### src/rtl/tis_pkg.sv
// rtl/tis_pkg.sv - opcodes, selector offsets and FSM encoding shared by the TIS node datapath
package tis_pkg;

  // Instruction opcodes presented by the node control unit
  localparam logic [2:0] OP_MOV = 3'd0;
  localparam logic [2:0] OP_ADD = 3'd1;
  localparam logic [2:0] OP_SUB = 3'd2;
  localparam logic [2:0] OP_NEG = 3'd3;
  localparam logic [2:0] OP_SWP = 3'd4;
  localparam logic [2:0] OP_SAV = 3'd5;
  localparam logic [2:0] OP_NOP = 3'd6;
  localparam logic [2:0] OP_RSV = 3'd7;

  // Non-port operand selectors sit directly above the port range: value = N_PORTS + offset
  localparam int SEL_ACC = 0;
  localparam int SEL_IMM = 1;
  localparam int SEL_BAK = 2;
  localparam int SEL_NIL = 3;

  // ALU function select
  localparam logic [1:0] ALU_ADD = 2'd0;
  localparam logic [1:0] ALU_SUB = 2'd1;
  localparam logic [1:0] ALU_NEG = 2'd2;

  // EXEC runs instructions; OUT_WAIT holds an outbound word until the neighbour takes it
  typedef enum logic {
    ST_EXEC     = 1'b0,
    ST_OUT_WAIT = 1'b1
  } state_t;

endpackage

### src/rtl/tis_alu.sv
// rtl/tis_alu.sv - combinational ADD/SUB/NEG for the TIS node; saturates when TIS_DP_SAT_EN is defined
module tis_alu
  import tis_pkg::*;
#(
  parameter int DATA_W = 8
) (
  input  logic [1:0]        alu_op,
  input  logic [DATA_W-1:0] a,
  input  logic [DATA_W-1:0] b,
  output logic [DATA_W-1:0] result
);

`ifdef TIS_DP_SAT_EN
  // One extra bit holds every ADD/SUB/NEG result exactly before clamping
  localparam logic signed [DATA_W:0] SAT_MAX = {2'b00, {(DATA_W-1){1'b1}}};
  localparam logic signed [DATA_W:0] SAT_MIN = {2'b11, {(DATA_W-2){1'b0}}, 1'b1};

  logic signed [DATA_W:0] a_x;
  logic signed [DATA_W:0] b_x;
  logic signed [DATA_W:0] wide;

  assign a_x = {a[DATA_W-1], a};
  assign b_x = {b[DATA_W-1], b};

  // Widened arithmetic, then clamp symmetrically so the most negative code never appears
  always_comb begin
    case (alu_op)
      ALU_ADD: wide = a_x + b_x;
      ALU_SUB: wide = a_x - b_x;
      ALU_NEG: wide = '0 - a_x;
      default: wide = a_x;
    endcase
    if (wide > SAT_MAX) begin
      result = SAT_MAX[DATA_W-1:0];
    end else if (wide < SAT_MIN) begin
      result = SAT_MIN[DATA_W-1:0];
    end else begin
      result = wide[DATA_W-1:0];
    end
  end
`else
  // Plain two's-complement arithmetic wrapping modulo 2^DATA_W
  always_comb begin
    case (alu_op)
      ALU_ADD: result = a + b;
      ALU_SUB: result = a - b;
      ALU_NEG: result = '0 - a;
      default: result = a;
    endcase
  end
`endif

endmodule

### src/rtl/tis_node_dp.sv
// rtl/tis_node_dp.sv - TIS node execution datapath with blocking neighbour ports; optional TIS_DP_SAT_EN saturation
module tis_node_dp
  import tis_pkg::*;
#(
  parameter int DATA_W  = 8,
  parameter int N_PORTS = 4,
  parameter int SEL_W   = $clog2(N_PORTS + 4)
) (
  input  logic                      clk,
  input  logic                      rst_n,
  input  logic                      op_valid,
  input  logic [2:0]                op_code,
  input  logic [SEL_W-1:0]          src_sel,
  input  logic [SEL_W-1:0]          dst_sel,
  input  logic [DATA_W-1:0]         imm,
  input  logic [N_PORTS*DATA_W-1:0] in_data,
  input  logic [N_PORTS-1:0]        in_valid,
  output logic [N_PORTS-1:0]        in_ready,
  output logic [N_PORTS*DATA_W-1:0] out_data,
  output logic [N_PORTS-1:0]        out_valid,
  input  logic [N_PORTS-1:0]        out_ready,
  output logic                      stall,
  output logic                      retire,
  output logic [DATA_W-1:0]         acc,
  output logic                      acc_zero,
  output logic                      acc_neg
);

  localparam logic [SEL_W-1:0] S_NPORTS = SEL_W'(N_PORTS);
  localparam logic [SEL_W-1:0] S_ACC    = SEL_W'(N_PORTS + SEL_ACC);
  localparam logic [SEL_W-1:0] S_IMM    = SEL_W'(N_PORTS + SEL_IMM);
  localparam logic [SEL_W-1:0] S_BAK    = SEL_W'(N_PORTS + SEL_BAK);

  state_t                      state_q;
  logic [DATA_W-1:0]           acc_q;
  logic [DATA_W-1:0]           bak_q;
  logic [N_PORTS*DATA_W-1:0]   out_data_q;
  logic [N_PORTS-1:0]          out_valid_q;

  logic [DATA_W-1:0]           src_val;
  logic                        src_avail;
  logic                        uses_src;
  logic                        src_ok;
  logic                        mov_to_port;
  logic                        exec_fire;
  logic                        out_hs;
  logic [1:0]                  alu_op;
  logic [DATA_W-1:0]           alu_res;

  // Source operand mux; NIL and unused selector codes read as zero
  always_comb begin
    src_val   = '0;
    src_avail = 1'b1;
    for (int k = 0; k < N_PORTS; k++) begin
      if (src_sel == SEL_W'(k)) begin
        src_val   = in_data[k*DATA_W +: DATA_W];
        src_avail = in_valid[k];
      end
    end
    if (src_sel == S_ACC) begin
      src_val = acc_q;
    end else if (src_sel == S_IMM) begin
      src_val = imm;
    end else if (src_sel == S_BAK) begin
      src_val = bak_q;
    end
  end

  // Instruction decode: only MOV/ADD/SUB read src, so only they can block on an empty port
  always_comb begin
    uses_src    = (op_code == OP_MOV) || (op_code == OP_ADD) || (op_code == OP_SUB);
    src_ok      = !uses_src || src_avail;
    mov_to_port = (op_code == OP_MOV) && (dst_sel < S_NPORTS);
    exec_fire   = rst_n && (state_q == ST_EXEC) && op_valid && src_ok;
    out_hs      = |(out_valid_q & out_ready);
    case (op_code)
      OP_SUB:  alu_op = ALU_SUB;
      OP_NEG:  alu_op = ALU_NEG;
      default: alu_op = ALU_ADD;
    endcase
  end

  // Consume strobe to the source port in the cycle the instruction fires
  always_comb begin
    in_ready = '0;
    for (int k = 0; k < N_PORTS; k++) begin
      if (exec_fire && uses_src && (src_sel == SEL_W'(k))) begin
        in_ready[k] = 1'b1;
      end
    end
  end

  // A port-destination MOV retires on the outbound handshake, everything else retires on firing
  always_comb begin
    retire = rst_n && ((exec_fire && !mov_to_port) || ((state_q == ST_OUT_WAIT) && out_hs));
    stall  = op_valid && !retire;
  end

  tis_alu #(
    .DATA_W(DATA_W)
  ) u_alu (
    .alu_op (alu_op),
    .a      (acc_q),
    .b      (src_val),
    .result (alu_res)
  );

  // Execution FSM with ACC/BAK and outbound port registers
  always_ff @(posedge clk) begin
    if (!rst_n) begin
      state_q     <= ST_EXEC;
      acc_q       <= '0;
      bak_q       <= '0;
      out_data_q  <= '0;
      out_valid_q <= '0;
    end else begin
      case (state_q)
        ST_EXEC: begin
          if (exec_fire) begin
            if (mov_to_port) begin
              for (int k = 0; k < N_PORTS; k++) begin
                if (dst_sel == SEL_W'(k)) begin
                  out_data_q[k*DATA_W +: DATA_W] <= src_val;
                  out_valid_q[k]                 <= 1'b1;
                end
              end
              state_q <= ST_OUT_WAIT;
            end else begin
              case (op_code)
                OP_MOV: begin
                  if (dst_sel == S_ACC) begin
                    acc_q <= src_val;
                  end else if (dst_sel == S_BAK) begin
                    bak_q <= src_val;
                  end
                end
                OP_ADD, OP_SUB, OP_NEG: acc_q <= alu_res;
                OP_SWP: begin
                  acc_q <= bak_q;
                  bak_q <= acc_q;
                end
                OP_SAV: bak_q <= acc_q;
                default: ;
              endcase
            end
          end
        end
        ST_OUT_WAIT: begin
          if (out_hs) begin
            out_valid_q <= '0;
            state_q     <= ST_EXEC;
          end
        end
        default: state_q <= ST_EXEC;
      endcase
    end
  end

  assign out_data  = out_data_q;
  assign out_valid = out_valid_q;
  assign acc       = acc_q;
  assign acc_zero  = (acc_q == '0);
  assign acc_neg   = acc_q[DATA_W-1];

  // The control unit must keep the instruction presented until the outbound word is taken
  a_hold_op_in_out_wait : assert property (@(posedge clk) disable iff (!rst_n)
    (state_q == ST_OUT_WAIT) |-> op_valid);

  // At most one outbound word is ever pending
  a_single_out_valid : assert property (@(posedge clk) disable iff (!rst_n)
    $onehot0(out_valid_q));

endmodule

### config.mk
export PLATFORM = sky130hd
export DESIGN_NAME = tis_node_dp
export DESIGN_NICKNAME = d
export VERILOG_FILES = /design/src/rtl/tis_pkg.sv /design/src/rtl/tis_alu.sv /design/src/rtl/tis_node_dp.sv
export SDC_FILE = /design/constraint.sdc
export NUM_CORES = 1
export LEC_CHECK = 0
export CORE_UTILIZATION = 44
export CTS_CLUSTER_SIZE = 10
export DETAILED_ROUTE_END_ITERATION = 12
export PLACE_DENSITY = 0.78
export SYNTH_ARGS = -nofsm -noshare
export SYNTH_HDL_FRONTEND = slang
export SYNTH_HIERARCHICAL = 1
export SYNTH_SLANG_ARGS = --single-unit
### constraint.sdc
create_clock -name clk -period 4.2 [get_ports clk]
set_clock_uncertainty 0.15 [all_clocks]
set_input_delay 0.84 -clock clk [delete_from_list [all_inputs] [get_ports clk]]
set_output_delay 0.84 -clock clk [all_outputs]
set_load 0.05 [all_outputs]
Word level (Yosys, flattened, before mapping)
Cells that the tools add are included.
W data, S select, Z words.
{"block": "word_totals", "register_bits": 53, "out_inout_bits": 52, "wordCells": 121}
{"block": "classes", "n_addsub": 3, "magnitude_cmp": 1, "eq_ne": 29, "n_mux": 34, "bitwise": 3, "reduce_logical": 40}
{"cell": "$mux W8", "count": 10}
{"cell": "$pmux W8 S3", "count": 2}
{"cell": "$reduce_and A4 Y1", "count": 8}
{"cell": "$eq A3 B3 Y1 const B", "count": 7}
{"cell": "$eq A3 B2 Y1 const B", "count": 6}
{"cell": "$pmux W8 S2", "count": 1}
{"cell": "$mux W1", "count": 15}
{"cell": "$ne A2 B1 Y1 const B", "count": 7}
{"cell": "$logic_and A1 B1 Y1", "count": 13}
{"cell": "$mux W4", "count": 3}
{"cell": "$reduce_and A6 Y1", "count": 2}
{"cell": "$eq A3 B1 Y1 const B", "count": 3}
{"cell": "$logic_not A3 Y1", "count": 3}
{"cell": "$add A8 B8 Y8", "count": 1}
{"cell": "$logic_not A8 Y1", "count": 1}
{"cell": "$pmux W4 S2", "count": 1}
{"cell": "$sub A1 B8 Y8 const A", "count": 1}
{"cell": "$sub A8 B8 Y8", "count": 1}
{"cell": "$ne A2 B2 Y1 const B", "count": 3}
{"cell": "$and A4 B4 Y4", "count": 1}
{"cell": "$logic_or A1 B1 Y1", "count": 4}
{"cell": "$ne A4 B1 Y1 const B", "count": 1}
{"cell": "$pmux W2 S2", "count": 1}
{"cell": "$reduce_or A4 Y1", "count": 1}
{"cell": "other kinds (11)", "count": 14}

Logic depth before layout (Yosys ltp)
{"block": "depth", "word_depth": 12, "mapped_depth": 19, "depth_no_buf": 17}

Modules after synthesis
The synthesis kept the hierarchy.
{"module": "tis_node_dp", "instances": 1, "cells_per_inst": 335, "area_per_inst_um2": 3086.7}
{"module": "tis_alu", "instances": 1, "cells_per_inst": 109, "area_per_inst_um2": 767.0}

Least setup slack after synthesis
Ideal clock, no wire load.
{"block": "synth_path", "kind": "input-to-reg", "from": "in src_sel[2]", "to": "reg acc_q[7] (netlist: acc[7])", "setup_time_ns": 0.126, "arrival_time_ns": 4.107, "required_ns": 3.924, "setup_slack_ns": -0.183, "stages": 19, "cell_sequence": "buf_4 -> buf_1 -> o21ai_0 -> o31ai_1 -> o22ai_1 -> nand2_1 -> inv_1 -> ha_1 -> nor3b_1 -> nor2_1 -> xnor2_1 -> ha_1 -> a21oi_1 -> nor3b_1 -> nand2_1 -> o311ai_0 -> nor4_1 -> a222oi_1 -> a21oi_1"}
{"block": "synth_between", "elab_chain_len": 11, "word_cells_on_any_way": 26, "classes_between": "add/sub (2); eq/ne (6); mux (14); reduce/logical (4)"}
{"element": "from (decl)", "line_no": "tis_node_dp.sv:13", "rtl": "input logic [SEL_W-1:0] src_sel,"}
{"element": "$logic_not A3 Y1", "line_no": "tis_node_dp.sv:55", "rtl": "if (src_sel == SEL_W'(k)) begin"}
{"element": "$mux W8 (4 in a row)", "line_no": "tis_node_dp.sv:55"}
{"element": "$mux W8", "line_no": "tis_node_dp.sv:64", "rtl": "end else if (src_sel == S_BAK) begin"}
{"element": "$mux W8", "line_no": "tis_node_dp.sv:62", "rtl": "end else if (src_sel == S_IMM) begin"}
{"element": "$mux W8 *", "line_no": "tis_node_dp.sv:60", "rtl": "if (src_sel == S_ACC) begin"}
{"element": "net src_val[0]", "line_no": "tis_node_dp.sv:40", "rtl": "logic [DATA_W-1:0] src_val;"}
{"element": "$sub A8 B8 Y8 / $add A8 B8 Y8 (equally long branches)", "line_no": "tis_alu.sv:46, tis_alu.sv:45"}
{"element": "$pmux W8 S3 *", "line_no": "tis_alu.sv:44", "rtl": "case (alu_op)"}
{"element": "net alu_res[7]", "line_no": "tis_node_dp.sv:48", "rtl": "logic [DATA_W-1:0] alu_res;"}
{"element": "$pmux W8 S3 *", "line_no": "tis_node_dp.sv:129", "rtl": "case (op_code)"}
{"element": "to (signal assigned)", "line_no": "tis_node_dp.sv:132", "rtl": "acc_q <= src_val;"}
{"element": "to (signal assigned)", "line_no": "tis_node_dp.sv:137", "rtl": "OP_ADD, OP_SUB, OP_NEG: acc_q <= alu_res;"}
{"element": "to (signal assigned)", "line_no": "tis_node_dp.sv:139", "rtl": "acc_q <= bak_q;"}
{"element": "to (decl)", "line_no": "tis_node_dp.sv:35", "rtl": "logic [DATA_W-1:0] acc_q;"}
Mark *: on every way through the listed nets, which the timed path passes. The rest lies on a longest branch. The select of a mux whose other input is x is not followed.
A chain may end at the register's enable or synchronous reset.

Worst setup path after layout
{"block": "layout_path", "from": "in src_sel[0]", "to": "reg acc_q[7] (netlist: acc[7])"}
Same word-level chain as after synthesis.

==> flow_metrics.env <==
export IMPL_status="finished, final reports clean"
export IMPL_final_util=0.703
export IMPL_coreArea_sq_um=8340
export IMPL_die_area_sq_um=9140
export IMPL_grt_pass1_vias=3973
export IMPL_crit_arrival_ns=4.09
export IMPL_cts_tree="yes"
export IMPL_critical_path_top_delay_family="compound AO/OA/AOI/OAI gates"
export IMPL_area_delta_synth_final_pct=52.2
export IMPL_fin_crit_sh=0.971
export IMPL_track_usage=0.271
export IMPL_place_area_sq_um=5450
export IMPL_fmax_ghz=0.245
export IMPL_combPwrFrac=0.435
export IMPL_power_total_mw=1.45
export IMPL_async_flop_share=0
export IMPL_final_common_cell="clkdlybuf4s50_1"
export IMPL_pre_cts_ws_ns=-0.565
export IMPL_clk_latency_ns=0.30
export IMPL_grt_overflow_total=0
export IMPL_drive_gt1_frac=0.237
export IMPL_cp_end_kind="register"
export IMPL_power_density_nw_per_um2=247
export IMPL_port_buffers=111
export IMPL_synthCells=444
export IMPL_fin_nets=676
export IMPL_ant_nets=0
export IMPL_die_y_microns=95.6
export IMPL_pwr_share_clk=0.200
export IMPL_reg2regPathDepth=17
export IMPL_drt_pass1_iter_count=6
export IMPL_hold_viol_final=0
export IMPL_synthTopCellsByArea="dfxtp_1 (28%), mux2i_1 (12%), nor2b_1 (4.4%)"
export IMPL_crit_buf_inv=3
export IMPL_synth_edf_count=0
export IMPL_wl_mm=12.5
export IMPL_ctsLongestPathBuffers=2
export IMPL_final_cell_mix="clkdlybuf4s50_1 (95), buf_4 (65), dfxtp_1 (53)"
export IMPL_drcViolationCount=0
export IMPL_die_width_microns=95.6
export IMPL_slew_headroom=0.535
export IMPL_p_sw_frac=0.349
export IMPL_cpMaxStageDelayCell="or4_4"
export IMPL_rows=33
export IMPL_critPathRequiredTime_ns=4.21
export IMPL_synth_area_per_cell_sq_um=8.68
export IMPL_vdd_ir_drop_max_uv=167
export IMPL_ys_types=69
export IMPL_cts_buffers=5
export IMPL_seqPwrFrac=0.366
export IMPL_grt_max_degree=59
export IMPL_crit_path_max_incr_delay_ns=0.56
export IMPL_syn_area_sq_um=3850
export IMPL_wire_per_inst_microns=17.6
export IMPL_worst_path_stages=18
export IMPL_root_buffer="clkbuf_8"
export IMPL_worst_slack_ns=0.123
export IMPL_synth_top_area_frac=0.275
export IMPL_min_path_type="reg -> reg"
export IMPL_syn_nets=514
export IMPL_dp_hpwl_mm=9.28
export IMPL_setup_tns_ns=0
export IMPL_p_leak_nw=2.52
export IMPL_crit_path_start_kind="primary input"
export IMPL_finalInstanceArea_sq_um=5870
export IMPL_setup_viol=0
export IMPL_synth_top_area_cell="dfxtp_1"
export IMPL_finalCriticalPeriod_ns=4.08
export IMPL_drv_slew=0
export IMPL_post_drt_via_cell_ratio=5.80
export IMPL_crit_chain="clkbuf_2 -> buf_6 -> buf_6 -> nand3b_1 -> a21oi_2 -> o32a_1 -> or4_4 -> nor2_4 -> nor2_2 -> xnor2_1 -> ha_2 -> o21a_1 -> nor2_4 -> a211o_1 -> a21boi_2 -> nor4_2 -> a222oi_1 -> a21oi_1"
export IMPL_holdPathStages=2
export IMPL_intPower_mw=0.941
export IMPL_critical_path_class="in -> reg"
export IMPL_ys_warn_count=6
export IMPL_ys_seq_elements=53
export IMPL_start_util=0.462
export IMPL_routed_via_count=4127
export IMPL_drtIter0Drc=309
export IMPL_htreeDepth=2
export IMPL_ioPinCount=112
export IMPL_switchingPower_mw=0.506
export IMPL_holdBufCountCts=0
export IMPL_antenna_found_initial=0
export IMPL_gp_congestion=0.935
export IMPL_synthFlopType="dfxtp_1"
export IMPL_num_antenna_cells=0
export IMPL_clock_sinks=53
export IMPL_maxCapViolCount=0
export IMPL_grt_pass1_wl_mm=19.3
export IMPL_clk_pin_slew_ns=0.09
export IMPL_tightestPinTransition_ns=0.697
export IMPL_path_max_fanout=6
export IMPL_synth_seq_area_share=0.275
sequential cells by signal (all words and copies together), names as in the netlist:
register	count
bak_q	8
out_data	32
out_valid	4
acc	8
state_q	1
kinds of logic after synthesis:
family          synth area share
buf+inv                   0.0555
compound gates             0.251
xor+xnor                  0.0318
simple gates               0.232
flops                      0.275
mux                        0.120
fa+ha+maj                 0.0344
worst min-delay path, stage by stage, from the launching register on:
cell and delay, ns:
dfxtp_1 0.32, nand3_1 0.05, o21ai_0 0.06
Yosys cell counts (6+ instances only):
cell,number
nand2b_1,11
ha_1,9
a222oi_1,7
nand2_1,33
nor2_1,27
o21ai_0,30
a21oi_1,22
a21boi_0,6
mux2i_1,45
dfxtp_1,53
inv_1,12
a31oi_1,8
xnor2_1,9
o221a_2,6
buf_2,9
nand4b_1,10
nor2b_1,27
clkbuf_1,8
nand3_1,13
routing by layer:
metal  share of wire  up-vias  global-route usage
met3           0.066       26              0.0463
li1                -     1972                   -
met1            0.43     1974               0.334
met2            0.49      155               0.473
met5               0        -                   0
met4           0.019        0              0.0970
path summary, 6_finish.rpt:
check | from | to | slack [ns]
setup / recovery | src_sel[0] | acc[7] | 0.12
setup reg to reg | bak_q[1] | acc[7] | 0.64
hold reg to reg | out_data[3] | out_data[3] | 0.33
hold / removal | out_data[3] | out_data[3] | 0.33
final cells by class:
class                      instances  area (sq um)
clock buffer                       6          72.6
clock inverter                     2          13.8
fill                             651          2470
inverter                          12          45.0
multi-input combinational        350          2780
sequential                        53          1060
tap                              105           131
timing repair buffer             184          1770
stage by stage:
step           cells  hold slack (ns)
5_1_grt          712            0.371
3_5_place_dp     690            0.317
4_1_cts          705            0.334
3_3_place_gp     690            0.305
6_report         712            0.328
2_1_floorplan    444            0.298
timing repair:
action / in CTS / in global routing
pin swaps: 13 / 36
buffers inserted: 6 / 8
setup endpoints to repair: 3 / 3
hold endpoints to repair: 0 / 0
resized for setup: 23 / 48
cloned: 1 / 0
power by group through the flow:
stage / clock network [mW] / logic (mW) / registers, mW
floorplan: 0 / 0.314 / 0.553
global placement: 0 / 0.549 / 0.539
detailed placement: 0 / 0.560 / 0.540
CTS: 0.292 / 0.590 / 0.529
global route: 0.314 / 0.669 / 0.530
finish: 0.289 / 0.629 / 0.529
Power figures use the tool's default switching activity.
